### src/rtl/alu_pkg.sv
// alu_pkg: shared constants for the ALU issue controller.
//   DATA_W       - ALU datapath width (the ALU is fixed at 16 bits)
//   OP_*         - 3-bit ALU opcode encodings, OP_ILLEGAL is the unused code
//   state_e      - issue/writeback sequencer states
package alu_pkg;

  localparam int DATA_W = 16;

  localparam logic [2:0] OP_ADD     = 3'b000;
  localparam logic [2:0] OP_SUB     = 3'b001;
  localparam logic [2:0] OP_MUL     = 3'b010;
  localparam logic [2:0] OP_ILLEGAL = 3'b011;
  localparam logic [2:0] OP_DIV     = 3'b100;
  localparam logic [2:0] OP_AND     = 3'b101;
  localparam logic [2:0] OP_OR      = 3'b110;
  localparam logic [2:0] OP_IMMADD  = 3'b111;

  typedef enum logic [2:0] {
    ST_IDLE  = 3'd0,
    ST_READ  = 3'd1,
    ST_EXEC  = 3'd2,
    ST_WB_LO = 3'd3,
    ST_WB_HI = 3'd4,
    ST_ERR   = 3'd5
  } state_e;

endpackage

### src/rtl/alu_op_decode.sv
// alu_op_decode: combinational classification of an ALU opcode.
//   op            in  3  ALU opcode
//   legal         out 1  opcode is implemented (everything except 3'b011)
//   is_muldiv     out 1  opcode produces a high word (MUL, DIV)
//   updates_flags out 1  opcode updates the architectural Pos/Neg flags (SUB)
module alu_op_decode
  import alu_pkg::*;
(
  input  logic [2:0] op,
  output logic       legal,
  output logic       is_muldiv,
  output logic       updates_flags
);

  assign legal         = (op != OP_ILLEGAL);
  assign is_muldiv     = (op == OP_MUL) || (op == OP_DIV);
  assign updates_flags = (op == OP_SUB);

endmodule

### src/rtl/alu_issue_ctrl.sv
// alu_issue_ctrl: multi-cycle issue/writeback sequencer for the datapath ALU.
// Accepts one instruction at a time, reads its two sources, drives the ALU,
// captures its outputs and writes the result (and the high word of MUL/DIV
// into HI_REG) back to the register file. Holds the architectural Pos/Neg flags.
//
// Handshake: an instruction transfers on a rising edge where issue_valid and
// issue_ready are both 1. issue_ready is 1 only in IDLE with rst_n high, so
// the next transfer can happen no earlier than the cycle after done.
//
// Ports:
//   clk, rst_n                 clock, synchronous active-low reset
//   issue_valid/ready          instruction handshake
//   issue_op/rd/rs1/rs2/immd   instruction fields
//   rf_raddr1/2, rf_rdata1/2   register-file read (combinational data return)
//   rf_we/waddr/wdata          register-file write
//   alu_ctrl/op1/op2/immd      registered ALU inputs
//   alu_result/hi/pos/neg      ALU outputs
//   flag_pos/flag_neg          architectural flags (updated by SUB only)
//   flag_zero                  only with ALU_ISSUE_ZERO_FLAG_EN defined
//   done, err_illegal, err_div0  single-cycle completion/error pulses
//
// Optional feature: define ALU_ISSUE_ZERO_FLAG_EN to add flag_zero.
module alu_issue_ctrl #(
  parameter int DATA_W = alu_pkg::DATA_W,
  parameter int REG_AW = 4,
  parameter int HI_REG = 0
) (
  input  logic              clk,
  input  logic              rst_n,
  input  logic              issue_valid,
  output logic              issue_ready,
  input  logic [2:0]        issue_op,
  input  logic [REG_AW-1:0] issue_rd,
  input  logic [REG_AW-1:0] issue_rs1,
  input  logic [REG_AW-1:0] issue_rs2,
  input  logic [DATA_W-1:0] issue_immd,
  output logic [REG_AW-1:0] rf_raddr1,
  output logic [REG_AW-1:0] rf_raddr2,
  input  logic [DATA_W-1:0] rf_rdata1,
  input  logic [DATA_W-1:0] rf_rdata2,
  output logic              rf_we,
  output logic [REG_AW-1:0] rf_waddr,
  output logic [DATA_W-1:0] rf_wdata,
  output logic [2:0]        alu_ctrl,
  output logic [DATA_W-1:0] alu_op1,
  output logic [DATA_W-1:0] alu_op2,
  output logic [DATA_W-1:0] alu_immd,
  input  logic [DATA_W-1:0] alu_result,
  input  logic [DATA_W-1:0] alu_hi,
  input  logic              alu_pos,
  input  logic              alu_neg,
  output logic              flag_pos,
  output logic              flag_neg,
`ifdef ALU_ISSUE_ZERO_FLAG_EN
  output logic              flag_zero,
`endif
  output logic              done,
  output logic              err_illegal,
  output logic              err_div0
);
  import alu_pkg::*;

  localparam logic [REG_AW-1:0] HI_ADDR = REG_AW'(HI_REG);

  state_e            state_q, state_d;
  logic [2:0]        op_q, op_d;
  logic              muldiv_q, muldiv_d;
  logic              upd_q, upd_d;
  logic [REG_AW-1:0] rd_q, rd_d;
  logic [DATA_W-1:0] immd_q, immd_d;
  logic [DATA_W-1:0] hi_q, hi_d;
  logic [REG_AW-1:0] rf_raddr1_q, rf_raddr1_d, rf_raddr2_q, rf_raddr2_d;
  logic              rf_we_q, rf_we_d;
  logic [REG_AW-1:0] rf_waddr_q, rf_waddr_d;
  logic [DATA_W-1:0] rf_wdata_q, rf_wdata_d;
  logic [2:0]        alu_ctrl_q, alu_ctrl_d;
  logic [DATA_W-1:0] alu_op1_q, alu_op1_d, alu_op2_q, alu_op2_d;
  logic [DATA_W-1:0] alu_immd_q, alu_immd_d;
  logic              flag_pos_q, flag_pos_d, flag_neg_q, flag_neg_d;
  logic              flag_zero_q, flag_zero_d;
  logic              done_q, done_d;
  logic              err_illegal_q, err_illegal_d;
  logic              err_div0_q, err_div0_d;

  logic in_legal, in_muldiv, in_upd;
  logic res_zero;

  // The ALU's Pos/Neg may be stale when the result is zero, so the flags are
  // derived from the captured result instead; the ALU flag inputs are sunk here.
  logic unused_alu_flags;
  assign unused_alu_flags = alu_pos | alu_neg;

  alu_op_decode u_decode (
    .op            (issue_op),
    .legal         (in_legal),
    .is_muldiv     (in_muldiv),
    .updates_flags (in_upd)
  );

  assign res_zero = (alu_result == '0);

  always_comb begin
    state_d       = state_q;
    op_d          = op_q;
    muldiv_d      = muldiv_q;
    upd_d         = upd_q;
    rd_d          = rd_q;
    immd_d        = immd_q;
    hi_d          = hi_q;
    rf_raddr1_d   = rf_raddr1_q;
    rf_raddr2_d   = rf_raddr2_q;
    rf_we_d       = 1'b0;
    rf_waddr_d    = rf_waddr_q;
    rf_wdata_d    = rf_wdata_q;
    alu_ctrl_d    = alu_ctrl_q;
    alu_op1_d     = alu_op1_q;
    alu_op2_d     = alu_op2_q;
    alu_immd_d    = alu_immd_q;
    flag_pos_d    = flag_pos_q;
    flag_neg_d    = flag_neg_q;
    flag_zero_d   = flag_zero_q;
    done_d        = 1'b0;
    err_illegal_d = 1'b0;
    err_div0_d    = 1'b0;

    // Registered outputs are computed one state ahead so they are valid
    // during the cycle the FSM sits in the named state.
    case (state_q)
      ST_IDLE: begin
        if (issue_valid) begin
          op_d     = issue_op;
          muldiv_d = in_muldiv;
          upd_d    = in_upd;
          rd_d     = issue_rd;
          immd_d   = issue_immd;
          if (!in_legal) begin
            state_d       = ST_ERR;
            done_d        = 1'b1;
            err_illegal_d = 1'b1;
          end else begin
            state_d     = ST_READ;
            rf_raddr1_d = issue_rs1;
            rf_raddr2_d = issue_rs2;
          end
        end
      end
      ST_READ: begin
        alu_op1_d   = rf_rdata1;
        alu_op2_d   = rf_rdata2;
        alu_immd_d  = immd_q;
        alu_ctrl_d  = op_q;
        rf_raddr1_d = '0;
        rf_raddr2_d = '0;
        state_d     = ST_EXEC;
      end
      ST_EXEC: begin
        hi_d = alu_hi;
        if ((op_q == OP_DIV) && (alu_op2_q == '0)) begin
          state_d    = ST_ERR;
          done_d     = 1'b1;
          err_div0_d = 1'b1;
        end else begin
          state_d    = ST_WB_LO;
          rf_we_d    = 1'b1;
          rf_waddr_d = rd_q;
          rf_wdata_d = alu_result;
          done_d     = !muldiv_q;
          if (upd_q) begin
            flag_pos_d  = !alu_result[DATA_W-1] && !res_zero;
            flag_neg_d  = alu_result[DATA_W-1];
            flag_zero_d = res_zero;
          end
        end
      end
      ST_WB_LO: begin
        if (muldiv_q) begin
          state_d    = ST_WB_HI;
          rf_we_d    = 1'b1;
          rf_waddr_d = HI_ADDR;
          rf_wdata_d = hi_q;
          done_d     = 1'b1;
        end else begin
          state_d = ST_IDLE;
        end
      end
      ST_WB_HI: state_d = ST_IDLE;
      ST_ERR:   state_d = ST_IDLE;
      default:  state_d = ST_IDLE;
    endcase
  end

  always_ff @(posedge clk) begin
    if (!rst_n) begin
      state_q       <= ST_IDLE;
      op_q          <= '0;
      muldiv_q      <= 1'b0;
      upd_q         <= 1'b0;
      rd_q          <= '0;
      immd_q        <= '0;
      hi_q          <= '0;
      rf_raddr1_q   <= '0;
      rf_raddr2_q   <= '0;
      rf_we_q       <= 1'b0;
      rf_waddr_q    <= '0;
      rf_wdata_q    <= '0;
      alu_ctrl_q    <= '0;
      alu_op1_q     <= '0;
      alu_op2_q     <= '0;
      alu_immd_q    <= '0;
      flag_pos_q    <= 1'b0;
      flag_neg_q    <= 1'b0;
      flag_zero_q   <= 1'b0;
      done_q        <= 1'b0;
      err_illegal_q <= 1'b0;
      err_div0_q    <= 1'b0;
    end else begin
      state_q       <= state_d;
      op_q          <= op_d;
      muldiv_q      <= muldiv_d;
      upd_q         <= upd_d;
      rd_q          <= rd_d;
      immd_q        <= immd_d;
      hi_q          <= hi_d;
      rf_raddr1_q   <= rf_raddr1_d;
      rf_raddr2_q   <= rf_raddr2_d;
      rf_we_q       <= rf_we_d;
      rf_waddr_q    <= rf_waddr_d;
      rf_wdata_q    <= rf_wdata_d;
      alu_ctrl_q    <= alu_ctrl_d;
      alu_op1_q     <= alu_op1_d;
      alu_op2_q     <= alu_op2_d;
      alu_immd_q    <= alu_immd_d;
      flag_pos_q    <= flag_pos_d;
      flag_neg_q    <= flag_neg_d;
      flag_zero_q   <= flag_zero_d;
      done_q        <= done_d;
      err_illegal_q <= err_illegal_d;
      err_div0_q    <= err_div0_d;
    end
  end

  assign issue_ready = rst_n && (state_q == ST_IDLE);
  assign rf_raddr1   = rf_raddr1_q;
  assign rf_raddr2   = rf_raddr2_q;
  assign rf_we       = rf_we_q;
  assign rf_waddr    = rf_waddr_q;
  assign rf_wdata    = rf_wdata_q;
  assign alu_ctrl    = alu_ctrl_q;
  assign alu_op1     = alu_op1_q;
  assign alu_op2     = alu_op2_q;
  assign alu_immd    = alu_immd_q;
  assign flag_pos    = flag_pos_q;
  assign flag_neg    = flag_neg_q;
  assign done        = done_q;
  assign err_illegal = err_illegal_q;
  assign err_div0    = err_div0_q;

`ifdef ALU_ISSUE_ZERO_FLAG_EN
  assign flag_zero = flag_zero_q;
`else
  logic unused_flag_zero;
  assign unused_flag_zero = flag_zero_q;
`endif

endmodule

### config.mk
export PLATFORM = sky130hd
export DESIGN_NAME = alu_issue_ctrl
export DESIGN_NICKNAME = d
export VERILOG_FILES = /design/src/rtl/alu_pkg.sv /design/src/rtl/alu_op_decode.sv /design/src/rtl/alu_issue_ctrl.sv
export SDC_FILE = /design/constraint.sdc
export NUM_CORES = 1
export LEC_CHECK = 0
export ABC_AREA = 1
export CAP_MARGIN = 0
export CORE_MARGIN = 2
export CORE_UTILIZATION = 48
export DETAILED_ROUTE_END_ITERATION = 10
export GPL_TIMING_DRIVEN = 0
export PLACE_DENSITY_LB_ADDON = 0.3
export SYNTH_ARGS = -nofsm -noshare
export SYNTH_HDL_FRONTEND = slang
export SYNTH_SLANG_ARGS = --single-unit
### constraint.sdc
create_clock -name clk -period 4.9 [get_ports clk]
set_clock_uncertainty 0.2 [all_clocks]
set_input_delay 0.98 -clock clk [delete_from_list [all_inputs] [get_ports clk]]
set_output_delay 0.98 -clock clk [all_outputs]
set_load 0.03 [all_outputs]
# ---- Yosys cells after proc, flatten, opt, wreduce, memory -nomap -nowiden
# Cells that the tools add are included.
dict set report totals {
  latch_bits 0
  mem_bits_ro 0
  regBits 129
  word_cells 77
  inputBits 100
  mem_bits_rw 0
  mem_count 0
  out_inout_bits 86
}
dict set report op_classes {
  magnitude_cmp 0
  div_mod_pow 0
  muxes 25
  shift 0
  reduce_logical 18
  n_mul 0
  bitwise 1
  n_eq_ne 12
  add_sub_neg 0
}
# operator count
set ops {}
lappend ops {{$logic_not 16->1} 2}
lappend ops {{$mux 16} 2}
lappend ops {{$pmux 16 s2} 1}
lappend ops {{$mux 4} 6}
lappend ops {{$pmux 4 s2} 3}
lappend ops {{$mux 3} 4}
lappend ops {{$pmux 3 s4} 1}
lappend ops {{$eq 3x2->1 const B} 3}
lappend ops {{$reduce_and 3->1} 3}
lappend ops {{$ne 2x2->1 const B} 4}
lappend ops {{$eq 3x1->1 const B} 2}
lappend ops {{$eq 3x3->1 const B} 2}
lappend ops {{$mux 1} 6}
lappend ops {{$reduce_and 2->1} 3}
lappend ops {{$reduce_bool 2->1} 2}
lappend ops {{$logic_and 1x1->1} 3}
lappend ops {{$logic_not 1->1} 3}
lappend ops {{$logic_not 3->1} 1}
lappend ops {{$ne 3x2->1 const B} 1}
lappend ops {{$pmux 1 s3} 1}
lappend ops {{$pmux 1 s2} 1}
lappend ops {{$logic_or 1x1->1} 1}
lappend ops {{$not 1->1} 1}

# ---- Longest topological paths before layout
dict set report logic_depth {
  ltp_word 4
  depth_mapped 9
}

# ---- Hierarchy
# A second synthesis with hierarchy kept.
dict set report unflattened {
  hier_cells 718
  area_unflattened_um2 5107.4
}
# module area_per_inst_um2 instances seq_area_each_um2 cells_per_inst
set by_module_without_submodules {}
lappend by_module_without_submodules {alu_issue_ctrl 5068.6 1 2582.5 710}
lappend by_module_without_submodules {alu_op_decode 38.8 1 0.0 8}

# ---- Worst setup path after synthesis
# No wires, ideal clock.
dict set report synth_timing {
  path_type {input to output}
  from {in rst_n}
  to {out issue_ready}
  slack_ns 1.775
  t_arrival_ns 1.945
  required_time_ns 3.720
  stages 4
  path_buffers 2
  path_cell_list {clkbuf_1 -> inv_1 -> clkbuf_1 -> nor2_1}
}
dict set report synth_between {
  elab_chain_cells 1
}
# item line_no
set synth_rtl {}
lappend synth_rtl {{from (decl)} alu_issue_ctrl.sv:29} ;# input logic rst_n,
lappend synth_rtl {{$logic_and 1x1->1} alu_issue_ctrl.sv:242} ;# assign issue_ready = rst_n && (state_q == ST_IDLE);
lappend synth_rtl {{to (decl)} alu_issue_ctrl.sv:31} ;# output logic issue_ready,
# Every way passes these cells.

# ---- Worst setup path after layout
# Ends and elaborated chain as after synthesis.

==> impl_metrics.yaml <==
setup_path:
  cp.required_ns: 3.72
  worstSetupEndpointType: "primary output"
  path_class: "input pin to primary output"
  cp-start-kind: "input pin"
  arrival_ns: 2.68
  crit_fanout: 10
clock_network:
  root_buffer: "clkbuf_8"
  postCtsSetupBuffers: 0
  clkSinkCount: 129
  cts_tree: "done"
  cts_hold_buf: 0
  cts_resized: 0
  path_clk_slew_ns: 0.06
  clk_latency_ns: 0.51
  clockBufferDepth: 2
  cts_htree_levels: 4
  cts_buffers: 17
drt:
  via_per_inst: 4.974
  postRouteAntennaNets: 0
  route.detailed.drc: 0
  dr.pass1.iters: 5
  wl_um: 14600
  vias: 5083
  routedWlPerCell_um: 14.28
  drtIter0Drc: 334
status:
  status: "complete, no violations"
layout:
  stdcell_count: 1022
  final.fill_count: 807
  fin_nets: 973
  final_cell_mix: "182 x clkdlybuf4s50_1, 137 x nor2_1, 129 x dfxtp_1"
  layout-drive-gt1-share_pct: 7.675
  mostFrequentLayoutCell: "clkdlybuf4s50_1"
  finish.utilization_pct: 74.47
  n_antenna_cell: 0
  postLayoutCellArea_mm2: 0.007654
  syn2layout_area_growth_pct: 51.49
grt:
  grt_pass1_vias: 4922
  grt_usage_pct: 25.80
  antenna_found_initial: 0
  grt_max_degree: 17
  grt_pass1_wl_um: 23270
  gr-total-overflow: 0
floorplan:
  core-area_mm2: 0.01028
  initial_core_util_pct: 49.16
  ios: 186
  fp.dieW_um: 106.6
  die_area_mm2: 0.01136
  die_h_um: 106.6
  row_count: 37
yosys:
  yosysSeqAreaShare_pct: 51.11
  syn_area_per_cell_um2: 7.518
  syn_nets: 772
  synth.cell_area_mm2: 0.005052
  ys_seq_elements: 129
  synthCells: 672
  yosys.cell_types.count: 23
  yosys_warnings: 0
sta:
  fin_crit_ns: 3.861
  whs_ns: 0.2539
  maxClockFrequency_ghz: 0.2590
  timing.final.max_slew_violations: 0
  hold_viol: 0
  worst-slew-pin-transition_ns: 0.6200
  tns_ns: 0
  maxSlewHeadroom_pct: 58.67
  worst_slack_ns: 1.039
  setup_viol: 0
  fin_crit_sh_pct: 78.81
  grt_setup_unrepaired: "no"
worst_hold_path:
  hold_path.class: "flip-flop to flip-flop"
pwr:
  vdd_ir_drop_max_uv: 231.4
  power_density_mw_per_mm2: 434.3
  swShare_pct: 30.90
  p_seq_share_pct: 37.2
  finalPower_mw: 3.324
  p_leak_nw: 3.099
  p_sw_mw: 1.027
  clockPowerShare_pct: 38.8
  p_int_mw: 2.297
  comb_power_share_pct: 24.0
place:
  pre_cts_ws_ns: 1.002
  placedCellCount: 990
  gp_congestion: 0.8945
  placed_area_mm2: 0.007044
  port_buffers: 182
  dp_hpwl_um: 10880
flow_run:
  drv_cap: 0
Yosys cell counts:
library cell | number | area share [%]
inv_1 | 62 | 4.6
nand2_1 | 64 | 4.8
buf_2 | 12 | 1.2
nor4_1 | 1 | 0.12
clkbuf_1 | 27 | 2.0
buf_6 | 6 | 1.3
nand3_2 | 6 | 1.2
nor3_1 | 2 | 0.20
a22oi_1 | 1 | 0.15
a21oi_1 | 69 | 6.8
a211oi_1 | 1 | 0.15
nand2_2 | 2 | 0.25
nor2_2 | 1 | 0.12
nor2_1 | 137 | 10
dfxtp_1 | 129 | 51
nand4_1 | 2 | 0.25
a21oi_2 | 4 | 0.69
or2_1 | 1 | 0.12
inv_2 | 3 | 0.22
o21ai_0 | 105 | 10
nand3_1 | 27 | 2.7
nor3_4 | 2 | 0.64
o21ai_1 | 8 | 0.79
final timing paths:
kind              startpoint           to  slack (ns)  cells past startpoint
setup / recovery       rst_n  issue_ready        1.04                      5
hold / removal     immd_q[4]    immd_q[4]        0.25                      2
setup reg to reg  state_q[0]  alu_op1[12]        3.01                      6
hold reg to reg    immd_q[4]    immd_q[4]        0.25                      2
registers in the layout (all words and copies together) (netlist names):
signal       flops
done             1
rf_raddr1        4
err_illegal      1
upd_q            1
rf_raddr2        4
err_div0         1
alu_immd        16
rd_q             4
rf_we            1
rf_wdata        16
flag_pos         1
alu_ctrl         3
immd_q          16
rf_waddr         4
flag_neg         1
hi_q            16
muldiv_q         1
op_q             3
alu_op2         16
alu_op1         16
state_q          3
worst max-delay path, cell delays in order:
cell and delay (ns):
clkbuf_1 0.42, inv_1 0.16, clkbuf_1 0.27, nor2_1 0.15
clkdlybuf4s50_1 0.70
kinds of logic (layout without fill, tap and decap cells):
logic type	Yosys count	after routing	synth area share, %
AO/OA/AOI/OAI	188	188	19.02
flip-flops	129	129	51.11
AND/OR/NAND/NOR	245	245	20.51
buffers and inverters	110	324	9.361
routing by layer:
layer	global-route usage (%)	part of all wire, %
met5	0	0
met3	7.781	6.4
met4	7.607	1.7
met2	43.95	48
met1	31.52	44
power by group through the flow:
stage	registers (mW)	clock network, mW	logic [mW]
final	1.24	1.29	0.797
after global routing	1.25	1.36	0.863
after CTS	1.24	1.29	0.799
after detailed placement	1.26	0	0.793
after global placement	1.25	0	0.776
after floorplan	1.42	0	0.298
final cells by class:
cell class	count	area, µm²	share of cell area (%)
Sequential cell	129	2582	33.74
Multi-Input combinational cell	433	1997	26.09
Timing Repair Buffer	182	1822	23.80
Clock buffer	17	414.1	5.411
Inverter	65	244.0	3.188
Buffer	45	229.0	2.992
Clock inverter	15	195.2	2.550
Tap cell	136	170.2	2.223
(Power assumes the default switching activity.)
